==> src/rtl/bram_stream_reader.sv <==
`default_nettype none
// +-----------------------------------------------------------------------------+
// | bram_stream_reader: credit-limited BRAM window reader with valid/ready out.  |
// | Optional: define BRAM_RD_WRAP_EN for modulo-DEPTH wrap (else clip at end).   |
// | Rev 1.0                                                                      |
// +-----------------------------------------------------------------------------+
module bram_stream_reader #(
   parameter int DEPTH      = 5130,
   parameter int BITS_D     = 20,
   parameter int BITS_A     = $clog2(DEPTH),
   parameter int RD_LATENCY = 1
) (
   input  logic              clk,
   input  logic              rstn,
   input  logic              start,
   input  logic [BITS_A-1:0] base,
   input  logic [BITS_A:0]   len,
   output logic              busy,
   output logic              done,
   output logic [BITS_A-1:0] bram_addr,
   input  logic [BITS_D-1:0] bram_rdata,
   output logic              o_valid,
   input  logic              o_ready,
   output logic [BITS_D-1:0] o_data,
   output logic              o_last
);
   localparam int FIFO_DEPTH = RD_LATENCY + 2;
   localparam int c_PTR_W    = $clog2(FIFO_DEPTH);
   localparam int c_CNT_W    = $clog2(FIFO_DEPTH + 1) + 1;

   localparam logic [1:0] c_IDLE  = 2'd0;
   localparam logic [1:0] c_RUN   = 2'd1;
   localparam logic [1:0] c_DRAIN = 2'd2;

   localparam logic [BITS_A:0]    c_DEPTH_W = (BITS_A + 1)'(DEPTH);
   localparam logic [BITS_A:0]    c_ONE_W   = (BITS_A + 1)'(1);
   localparam logic [c_PTR_W-1:0] c_PTR_TOP = c_PTR_W'(FIFO_DEPTH - 1);

   logic [1:0]          r_state, w_state_nxt;
   logic [BITS_A-1:0]   r_addr, w_addr_nxt;
   logic [BITS_A:0]     r_irem, r_orem, w_count;
   logic [RD_LATENCY:0] r_tag;
   logic [c_CNT_W-1:0]  r_fcnt, w_pipe_cnt, w_outstanding;
   logic [c_PTR_W-1:0]  r_wptr, r_rptr, w_wptr_nxt, w_rptr_nxt;
   logic [BITS_D-1:0]   r_mem [FIFO_DEPTH];
   logic                r_done;
   logic                w_legal, w_start_ok, w_accept, w_degen;
   logic                w_issue, w_credit, w_push, w_pop;

   assign w_legal    = (len != '0) && ({1'b0, base} < c_DEPTH_W);
   assign w_start_ok = start && w_legal;
   assign w_accept   = (r_state == c_IDLE) && w_start_ok;
   assign w_degen    = (r_state == c_IDLE) && start && !w_legal;

`ifdef BRAM_RD_WRAP_EN
   localparam logic [BITS_A-1:0] c_LAST_ADDR = BITS_A'(DEPTH - 1);
   assign w_count    = len;
   assign w_addr_nxt = (r_addr == c_LAST_ADDR) ? '0 : r_addr + BITS_A'(1);
`else
   logic [BITS_A:0] w_room;
   assign w_room     = c_DEPTH_W - {1'b0, base};
   assign w_count    = (len < w_room) ? len : w_room;
   assign w_addr_nxt = r_addr + BITS_A'(1);
`endif

   // Credit covers the address register stage, the latency pipe and the FIFO;
   // a pop in this cycle frees a slot for an issue in the same cycle.
   always_comb begin
      w_pipe_cnt = '0;
      for (int k = 0; k <= RD_LATENCY; k++)
         w_pipe_cnt = w_pipe_cnt + c_CNT_W'(r_tag[k]);
   end

   assign w_outstanding = w_pipe_cnt + r_fcnt;
   assign w_pop         = o_valid && o_ready;
   assign w_credit      = (w_outstanding - c_CNT_W'(w_pop)) < c_CNT_W'(FIFO_DEPTH);
   assign w_push        = r_tag[RD_LATENCY];

   always_ff @(posedge clk or negedge rstn) begin
      if (!rstn) r_state <= c_IDLE;
      else       r_state <= w_state_nxt;
   end

   always_comb begin
      w_state_nxt = r_state;
      case (r_state)
         c_IDLE:  if (w_accept) w_state_nxt = (w_count == c_ONE_W) ? c_DRAIN : c_RUN;
         c_RUN:   if (w_issue && r_irem == c_ONE_W) w_state_nxt = c_DRAIN;
         c_DRAIN: if (w_pop && o_last) w_state_nxt = c_IDLE;
         default: w_state_nxt = c_IDLE;
      endcase
   end

   always_comb begin
      busy    = 1'b0;
      w_issue = 1'b0;
      case (r_state)
         c_IDLE:  w_issue = w_start_ok;
         c_RUN:   begin busy = 1'b1; w_issue = w_credit; end
         c_DRAIN: busy = 1'b1;
         default: ;
      endcase
   end

   always_ff @(posedge clk or negedge rstn) begin
      if (!rstn) begin
         r_addr <= '0;
         r_irem <= '0;
         r_orem <= '0;
         r_tag  <= '0;
         r_done <= 1'b0;
      end else begin
         r_tag  <= {r_tag[RD_LATENCY-1:0], w_issue};
         r_done <= w_degen || (w_pop && o_last);
         if (w_accept) begin
            r_addr <= base;
            r_irem <= w_count - c_ONE_W;
         end else if (w_issue) begin
            r_addr <= w_addr_nxt;
            r_irem <= r_irem - c_ONE_W;
         end
         if (w_accept)   r_orem <= w_count;
         else if (w_pop) r_orem <= r_orem - c_ONE_W;
      end
   end

   assign w_wptr_nxt = (r_wptr == c_PTR_TOP) ? '0 : r_wptr + c_PTR_W'(1);
   assign w_rptr_nxt = (r_rptr == c_PTR_TOP) ? '0 : r_rptr + c_PTR_W'(1);

   always_ff @(posedge clk) begin
      if (w_push) r_mem[r_wptr] <= bram_rdata;
   end

   always_ff @(posedge clk or negedge rstn) begin
      if (!rstn) begin
         r_wptr <= '0;
         r_rptr <= '0;
         r_fcnt <= '0;
      end else begin
         if (w_push) r_wptr <= w_wptr_nxt;
         if (w_pop)  r_rptr <= w_rptr_nxt;
         r_fcnt <= r_fcnt + c_CNT_W'(w_push) - c_CNT_W'(w_pop);
      end
   end

   assign o_valid   = (r_fcnt != '0);
   assign o_data    = o_valid ? r_mem[r_rptr] : '0;
   assign o_last    = o_valid && (r_orem == c_ONE_W);
   assign done      = r_done;
   assign bram_addr = r_addr;

endmodule
`default_nettype wire
==> config.mk <==
export PLATFORM = sky130hd
export DESIGN_NAME = bram_stream_reader
export DESIGN_NICKNAME = d
export VERILOG_FILES = /design/src/rtl/bram_stream_reader.sv
export SDC_FILE = /design/constraint.sdc
export NUM_CORES = 1
export LEC_CHECK = 0
export BUFFER_PORTS_ARGS = -buffer_cell sky130_fd_sc_hd__buf_2
export CAP_MARGIN = 20
export CORE_MARGIN = 5
export CORE_UTILIZATION = 50
export CTS_BUF_LIST = sky130_fd_sc_hd__clkbuf_8
export CTS_CLUSTER_DIAMETER = 100
export DETAILED_ROUTE_END_ITERATION = 8
export GPL_TIMING_DRIVEN = 0
export PLACE_DENSITY = 0.71
export SETUP_SLACK_MARGIN = 0.4
export SYNTH_ARGS = -nofsm -noshare
export SYNTH_HDL_FRONTEND = slang
export SYNTH_SLANG_ARGS = --single-unit
==> constraint.sdc <==
create_clock -name clk -period 4.6 [get_ports clk]
set_input_delay 0.92 -clock clk [delete_from_list [all_inputs] [get_ports clk]]
set_output_delay 0.92 -clock clk [all_outputs]
set_load 0.03 [all_outputs]
### Word-level counts from Yosys, hierarchy flattened

Memory sizes are Yosys's and may differ from the RTL's.
Index checks and enable logic that the tools add are counted.

| operators by class | value |
|---|---|
| add/sub/neg operators | 12 |
| multipliers | 0 |
| div/mod/pow operators | 0 |
| order comparisons | 3 |
| eq/ne operators | 10 |
| shift-type cells | 0 |
| multiplexer cells | 19 |
| bitwise gates (word level) | 0 |
| reduce and logical (&&, ||, !) cells | 18 |

Operator list:

| cell | number |
|---|---|
| 2-to-1 mux 14 bit | 5 |
| == test 14 x 1 -> 1 bit, second input constant | 3 |
| subtractor 14 x 1 -> 14 bit, second input constant | 3 |
| 2-to-1 mux 13 bit | 2 |
| 2-to-1 mux 20 bit | 1 |
| less-than comparator 14 bit | 1 |
| nonzero test 14 bit | 1 |
| subtractor 13 x 13 -> 14 bit, first input constant | 1 |
| adder 13 x 1 -> 13 bit, second input constant | 1 |
| less-than comparator 13 bit, second input constant | 1 |
| 2-to-1 mux 2 bit | 6 |
| logical AND 1 bit | 9 |
| == test 2 bit, second input constant | 3 |
| inequality test 2 bit, second input constant | 3 |
| case mux 2 bit (3 select lines) | 1 |
| subtractor 3 x 1 -> 3 bit | 2 |
| adder 2 x 1 -> 2 bit, second input constant | 2 |
| nonzero test 2 bit | 2 |
| adder 2 x 3 -> 3 bit | 1 |
| adder 3 x 1 -> 3 bit | 1 |
| less-than comparator 3 x 2 -> 1 bit, second input constant | 1 |
| 2-to-1 mux 1 bit | 3 |
| AND reduction 3 bit | 1 |
| nonzero test 3 bit | 1 |
| 7 further kinds | 7 |

| storage, ports and cells | value |
|---|---|
| register bits after elaboration | 53 |
| bits in latches | 0 |
| RAM bits | 60 |
| memory bits (read-only) | 0 |
| input bits | 51 |
| output and inout port bits | 37 |
| memories kept | 1 |

Memories:

| memory | words | width | rd ports | clocked after Yosys merged registers in | wr ports | line | RTL |
|---|---|---|---|---|---|---|---|
| r_mem | 3 | 20 | 1 | 0 | 1 | 45 | `logic [BITS_D-1:0] r_mem [FIFO_DEPTH];` |

### Depth between registers and ports, before layout

Gate-level depths: netlist of the first run.

| depth | value |
|---|---|
| word-level depth | 8 |
| mapped depth | 24 |

### Worst setup path after synthesis of the first run

OpenSTA, ideal clock, no wires.

| timing | value |
|---|---|
| path type | input port to flip-flop |
| start | input base[5] |
| end | register r_irem[10] |
| setup time | 0.135 ns |
| data arrival time | 4.980 ns |
| required time | 4.465 ns |
| path slack | -0.515 ns |
| cell stages on the path | 23 |
| path buffers | 3 |
| cell sequence | buf_6 or3_4 a2111o_1 nor2_1 nor2_1 xnor2_1 ha_1 a21o_1 a21o_1 a211o_1 a31o_4 nor2_2 buf_6 buf_6 nor2_1 a21oi_1 ha_1 nand2_1 nor2_1 mux2_4 nand3_1 xnor2_1 mux2i_1 |

| between the ends | value |
|---|---|
| word-level cells in the longest chain between the ends | 5 |

RTL lines:

| what | line | RTL |
|---|---|---|
| start, declared | 16 | `input logic [BITS_A-1:0] base,` |
| subtractor 13 x 13 -> 14 bit or less-than comparator 13 bit (tied branches) | 61, 50 |  |
| less-than comparator 14 bit or logical AND 1 bit (tied branches) | 62, 50 |  |
| 2-to-1 mux 14 bit or logical AND 1 bit (tied branches) | 62, 51 |  |
| subtractor 14 x 1 -> 14 bit (tied with other cells) | 117 | `r_irem <= w_count - c_ONE_W;` |
| 2-to-1 mux 14 bit or nonzero test 2 bit (tied branches) | -- |  |
| end signal, assigned | 117 |  |
| end signal, assigned | 120 | `r_irem <= r_irem - c_ONE_W;` |
| end, declared | 41 | `logic [BITS_A:0] r_irem, r_orem, w_count;` |

Parallel ways exist; a longest one is shown, timed or not.
A chain may end at the register's enable or synchronous reset.

### Final worst setup path of the first run

Ends and elaborated chain as after synthesis.

==> flow_summary.json, run 1 <==
{
  "drt_iter0_drc": 313,
  "die_y_um": 125,
  "async_flop_share": 0.469,
  "grt_pass1_wl_mm": 26.6,
  "maxSlewHeadroom": 0.482,
  "synth.top_cell.area_share": 0.274,
  "grt_pass1_vias": 5355,
  "synth-edff-count": 60,
  "holdPathStages": 0,
  "rows": 42,
  "wl_per_cell_um": 16.9,
  "rsz0062_at_grt": "yes",
  "vias_per_cell": 5.52,
  "fmax_mhz": 224,
  "hold_violations": 0,
  "worst_pin_slew_ps": 776,
  "timing.hold.ws_ps": 394,
  "synth.cell_area_mm2": 0.00658,
  "fillerInstances": 1075,
  "reg2reg_from": "r_fcnt[1]",
  "synthCells": 647,
  "antenna_found_initial": 0,
  "cts.htree.levels": 4,
  "crit_path_start_kind": "primary input",
  "reg2regPathDepth": 16,
  "area_growth_pct": 22.6,
  "synth.avg_cell_area_um2": 10.2,
  "grt_start_max_net_pins": 39,
  "place_ws_ps": -983,
  "synth_sequential_area_ratio": 0.475,
  "final_util": 0.617,
  "status": "finished, final reports clean",
  "synth-main-ff-cell": "edfxtp_1",
  "design.core.area_mm2": 0.0131,
  "slew_viol_final": 0,
  "power_mw": 4.60,
  "synth.distinct_cells": 68,
  "worst-path-max-fanout": 6,
  "rr_endpoint": "r_state[1]",
  "io_pins": 88,
  "cts.sinks": 113,
  "skew_ps": 7.92,
  "nNetsFinal": 856,
  "path_clk_slew_ps": 70,
  "vias": 5322,
  "die_w_um": 125,
  "fin_crit_sh": 0.969,
  "floorplan.initialDensity": 0.503,
  "fin_crit_ps": 4460,
  "remaining_drc_errors": 0,
  "drt_wl_total_mm": 16.3,
  "grt-ovfl-total": 0,
  "antenna_cells": 0,
  "drive_gt1_frac": 0.256,
  "criticalPathCategory": "primary input to flop",
  "r2r_slack_ps": 560,
  "yosys.area.top_type": "edfxtp_1",
  "power.leakage_nw": 3.38,
  "gp_congestion": 0.889,
  "fin_ws_ps": 141,
  "finalSetupViolCount": 0,
  "synth.top_cells.by_count": "nor2_1 (94), edfxtp_1 (60), dfrtp_1 (53)",
  "root_buffer": "clkbuf_8",
  "synth-seq-cells": 113,
  "dieArea_mm2": 0.0156,
  "clk_latency_ps": 440,
  "synth.most_common_cell": "nor2_1",
  "detail-route-antenna-nets": 0,
  "synth_nets": 728,
  "hold_end": "r_tag[1]",
  "grt_usage": 0.213,
  "synth.area.top_cells": "edfxtp_1 (27%), dfrtp_1 (20%), nor2_1 (5.4%)",
  "cts_buffer_depth": 2,
  "peakVddDrop_mv": 0.315,
  "min_path_type": "flop to flop",
  "cts_tree": "done",
  "hp-start": "r_tag[0]",
  "crit_path_end_kind": "flop",
  "cap_violations": 0,
  "powerDensity_mw_per_mm2": 570,
  "yosysWarnings": 0,
  "crit_arrival_ps": 4750,
  "hpwlAfterDp_mm": 12.1,
  "port_buffers": 84,
  "worst_ep_required_time_ps": 4890,
  "first_pass_iters": 5,
  "numCtsBuffers": 17
}
area by class of cell:
type / instances / area (µm²) / share of cell area
multi-input cells: 475 / 3420 / 0.423
clock buffers: 17 / 234 / 0.0290
plain buffers: 26 / 149 / 0.0185
clock inverters: 15 / 138 / 0.0171
inverters: 33 / 124 / 0.0154
repair buffers: 109 / 659 / 0.0817
well taps: 176 / 220 / 0.0273
flip-flops and latches: 113 / 3130 / 0.388
cells by family (layout without fill, tap and decap cells):
group / after synthesis / count (layout) / synth area share
buffers and inverters: 59 / 200 / 0.0384
XOR/XNOR: 61 / 61 / 0.0823
AO/OA/AOI/OAI: 126 / 126 / 0.129
multiplexers: 34 / 34 / 0.0553
adder cells (fa/ha/maj): 30 / 30 / 0.0604
flip-flops: 113 / 113 / 0.475
AND/OR/NAND/NOR: 224 / 224 / 0.159
registers in the layout, summed over array words and instances, names as in the netlist:
| signal | cells |
|---|---|
| r_state | 2 |
| r_wptr | 2 |
| bram_addr | 13 |
| r_rptr | 2 |
| r_fcnt | 3 |
| done | 1 |
| r_orem | 14 |
| r_tag | 2 |
| r_irem | 14 |
| r_mem | 60 |
how the worst max path moves through the flow:
stage / slack (ps) / end / from
6_report: 140 / r_irem[10] / base[5]
5_1_grt: -20 / r_irem[10] / base[1]
3_3_place_gp: -910 / r_irem[8] / base[6]
2_1_floorplan: -300 / r_irem[8] / base[5]
4_1_cts: 80 / r_irem[8] / base[5]
3_5_place_dp: -980 / r_irem[8] / base[6]
where the power goes:
part           internal (mW)  leakage [nW]  switching (mW)
sequential              1.38          1.17           0.237
combinational          0.790          2.03            1.33
clock                  0.430         0.184           0.433
total                   2.60          3.38            2.00
critical path: stages:
cell and delay (ps):
buf_8 90, or3_4 370, a2111o_1 360, nor2_4 160, nor2_4 60, xnor2_2 230
ha_1 280, buf_4 130, nand4_1 120, nor2_1 60, a211o_1 300, a31o_4 230
nor2_4 100, buf_8 110, buf_8 130, nor2_2 50, a21oi_4 160, ha_4 180
nand2_2 70, nor2_4 110, mux2_4 210, nand3_4 80, xnor2_2 150, mux2i_1 90
routing by layer:
layer  GRT usage  vias to the layer above  wire [µm]
li1            -                     2544          -
met1       0.261                     2589       6770
met2       0.368                      166       8350
met3      0.0502                       23        934
met4      0.0767                        0        279
met5           0                        -          0
per-stage QoR:
| stage | TNS (ps) | std cells | cell area, µm² |
|---|---|---|---|
| detailed placement | -8730 | 913 | 7350 |
| global placement | -7350 | 907 | 7260 |
| CTS | 0 | 959 | 7920 |
| finish | 0 | 964 | 8070 |
| global route | -23.9 | 964 | 8070 |
| floorplan | -1350 | 647 | 6620 |
placed cells by master, fill, tap and decap left out, drive strengths merged, types with 5 or more instances in the layout:
master / Yosys / routed
o21ai: 30 / 30
mux2: 7 / 7
nand2b: 5 / 5
dfrtp: 53 / 53
a31oi: 5 / 5
clkbuf: 14 / 32
buf: 12 / 120
edfxtp: 60 / 60
ha: 27 / 27
a21oi: 51 / 51
nand3: 10 / 10
a21o: 9 / 9
xnor2: 31 / 31
inv: 33 / 35
mux2i: 27 / 27
a211oi: 5 / 5
clkinv: 0 / 10
nor2: 95 / 95
nor3: 14 / 14
and3: 7 / 7
xor2: 30 / 30
nor4: 9 / 9
nand2: 51 / 51
nand4: 10 / 10
repair_timing:
| item | 4_1_cts | 5_1_grt |
|---|---|---|
| hold buffers | 0 | 0 |
| pin swaps | 18 | 25 |
| resized for setup | 21 | 20 |
| setup endpoints to repair | 21 | 19 |
| setup buffers | 14 | 5 |
No activity file was read; power rests on OpenSTA's default activity.
==> inputs of run 2 (changes only) <==
==> constraint.sdc (replaced) <==
create_clock -name clk -period 5.7 [get_ports clk]
set_input_delay 1.14 -clock clk [delete_from_list [all_inputs] [get_ports clk]]
set_output_delay 1.14 -clock clk [all_outputs]
set_load 0.03 [all_outputs]
==> flow_summary.json, run 2 (synthesis gave the netlist of run 1 again) <==
{
  "worstPathCellList": "buf_2 -> or3_4 -> a2111o_1 -> nor2_2 -> nor2_1 -> xnor2_2 -> ha_1 -> a21o_1 -> a21o_1 -> a211o_1 -> a31o_4 -> nor2_4 -> buf_6 -> buf_6 -> nor2_1 -> a21oi_2 -> ha_2 -> nand2_1 -> nor2_1 -> nand2_1 -> xnor2_1 -> a211oi_2 -> a21oi_1",
  "finalSetupViolCount": 0,
  "drt_wl_total_mm": 16.0,
  "min_path_type": "flop to flop",
  "reg2regPathDepth": 16,
  "die_y_um": 125,
  "vias": 5252,
  "cpPeakStageDelay_ps": 410,
  "die_w_um": 125,
  "area_growth_pct": 19.6,
  "final_common_cell": "nor2_1",
  "fillerInstances": 1127,
  "port_buffers": 84,
  "clock_power_share": 0.224,
  "nNetsFinal": 847,
  "skew_ps": 15.6,
  "criticalPathCategory": "primary input to flop",
  "clk_latency_ps": 430,
  "cap_violations": 0,
  "design.core.area_mm2": 0.0131,
  "internal_power_mw": 2.22,
  "power.leakage_nw": 3.33,
  "reg_top3": "r_mem x60, r_irem x14, r_orem x14",
  "p_switching_mw": 1.60,
  "gp_congestion": 0.894,
  "io_pins": 88,
  "worst-path-max-fanout": 10,
  "grt_pass1_vias": 5375,
  "power_frac_seq": 0.340,
  "cts_buffer_depth": 2,
  "root_buffer": "clkbuf_8",
  "comb_power_share": 0.437,
  "antenna_found_initial": 0,
  "wl_met3_um": 903,
  "holdPathStages": 0,
  "multi_input_area_mm2": 0.00324,
  "final-seq-area_mm2": 0.00313,
  "status": "finished, final reports clean",
  "routed-wl-met2_mm": 7.95,
  "wl_met1_mm": 6.98,
  "hpwlAfterDp_mm": 12.2,
  "detail-route-antenna-nets": 0,
  "vias_per_cell": 5.50,
  "grt_start_max_net_pins": 41,
  "hold_violations": 0,
  "worst-path-buf-inv": 3,
  "largest_register_ffs": 60,
  "numCtsBuffers": 17,
  "crit_path_frequent_cell": "nor2_1",
  "worst_ep_required_time_ps": 5970,
  "top_layer": "met4",
  "powerDensity_mw_per_mm2": 484,
  "crit_arrival_ps": 5310,
  "cts.htree.levels": 4,
  "drt_iter0_drc": 342,
  "final_util": 0.602,
  "antenna_cells": 0,
  "crit_cells": 23,
  "dieArea_mm2": 0.0156,
  "first_pass_iters": 5,
  "grt_pass1_wl_mm": 26.4,
  "cts_tree": "done",
  "worst_pin_slew_ps": 808,
  "path_clk_slew_ps": 70,
  "rows": 42,
  "ctsHoldBuffers": 0,
  "grt_usage": 0.210,
  "p_sw_frac": 0.419,
  "slew_viol_final": 0,
  "power_mw": 3.81,
  "fin_crit_sh": 0.884,
  "cts.sinks": 113,
  "largest-register": "r_mem",
  "rsz0062_at_grt": "no",
  "crit_path_start_kind": "primary input",
  "remaining_drc_errors": 0,
  "maxSlewHeadroom": 0.461,
  "grt-ovfl-total": 0,
  "crit_slowest_cell": "or3_4",
  "peakVddDrop_mv": 0.272,
  "floorplan.initialDensity": 0.503,
  "cp_top_family": "compound AO/OA/AOI/OAI gates",
  "drive_gt1_frac": 0.225,
  "fmax_mhz": 198,
  "fin_crit_ps": 5040,
  "mostFrequentLayoutCells": "nor2_1 (92), buf_2 (91), edfxtp_1 (60)",
  "crit_path_end_kind": "flop",
  "wl_per_cell_um": 16.8
}
==> run 2: timing repair <==
item / in CTS / in global routing
buffers inserted: 2 / 8
setup endpoints to repair: 5 / 7
gates resized for setup: 2 / 2
hold endpoints to repair: 0 / 0
pin swaps: 2 / 6
==> run 2: final timing paths <==
check                          endpoint      start  slack [ps]
min in group asynchronous     r_irem[5]       rstn         620
max                           r_irem[8]    base[6]         660
max in group asynchronous  bram_addr[2]       rstn        4530
min reg2reg                    r_tag[1]   r_tag[0]         380
max reg2reg                  r_state[1]  r_fcnt[1]        1340
min                            r_tag[1]   r_tag[0]         380
==> run 2: worst reg2reg max path, stage by stage (launching register included) <==
cell	delay, ps
dfrtp_1	470
nor3_1	670
inv_1	130
nand2_1	180
inv_2	130
ha_1	310
fa_1	390
fa_1	500
o21ai_0	100
nor2_1	180
buf_2	270
inv_1	120
nand2_4	90
a41o_1	180
a21oi_1	70
a311o_1	340
a41oi_2	140
==> run 2: power groups by stage <==
stage               clock, mW  sequential, mW  combinational, mW
floorplan                   0            1.36               1.11
global placement            0            1.30               1.57
detailed placement          0            1.31               1.65
CTS                     0.865            1.29               1.66
global route            0.915            1.32               1.83
finish                  0.853            1.29               1.66
==> run 2: layout make-up <==
cell class                 instances  share of cell area
multi-input combinational        475               0.412
inverter                          33              0.0157
timing repair buffer             100              0.0731
buffer                            26              0.0164
clock buffer                      17              0.0297
sequential                       113               0.397
clock inverter                    15              0.0278
tap                              176              0.0280
==> run 2: stage by stage <==
step / cell area, µm² / hold slack [ps] / worst slack [ps] / TNS (ps) / cells
after floorplan: 6590 / 354 / 410 / 0 / 647
after global placement: 7230 / 364 / -279 / -776 / 907
after detailed placement: 7330 / 362 / -341 / -1060 / 913
after CTS: 7810 / 379 / 407 / 0 / 947
after global routing: 7870 / 395 / 451 / 0 / 955
final: 7870 / 377 / 660 / 0 / 955
==> run 2: routing by layer <==
| metal | track usage | up-vias |
|---|---|---|
| met5 | 0 | - |
| li1 | - | 2531 |
| met4 | 0.0677 | 0 |
| met2 | 0.353 | 173 |
| met1 | 0.266 | 2527 |
| met3 | 0.0506 | 21 |
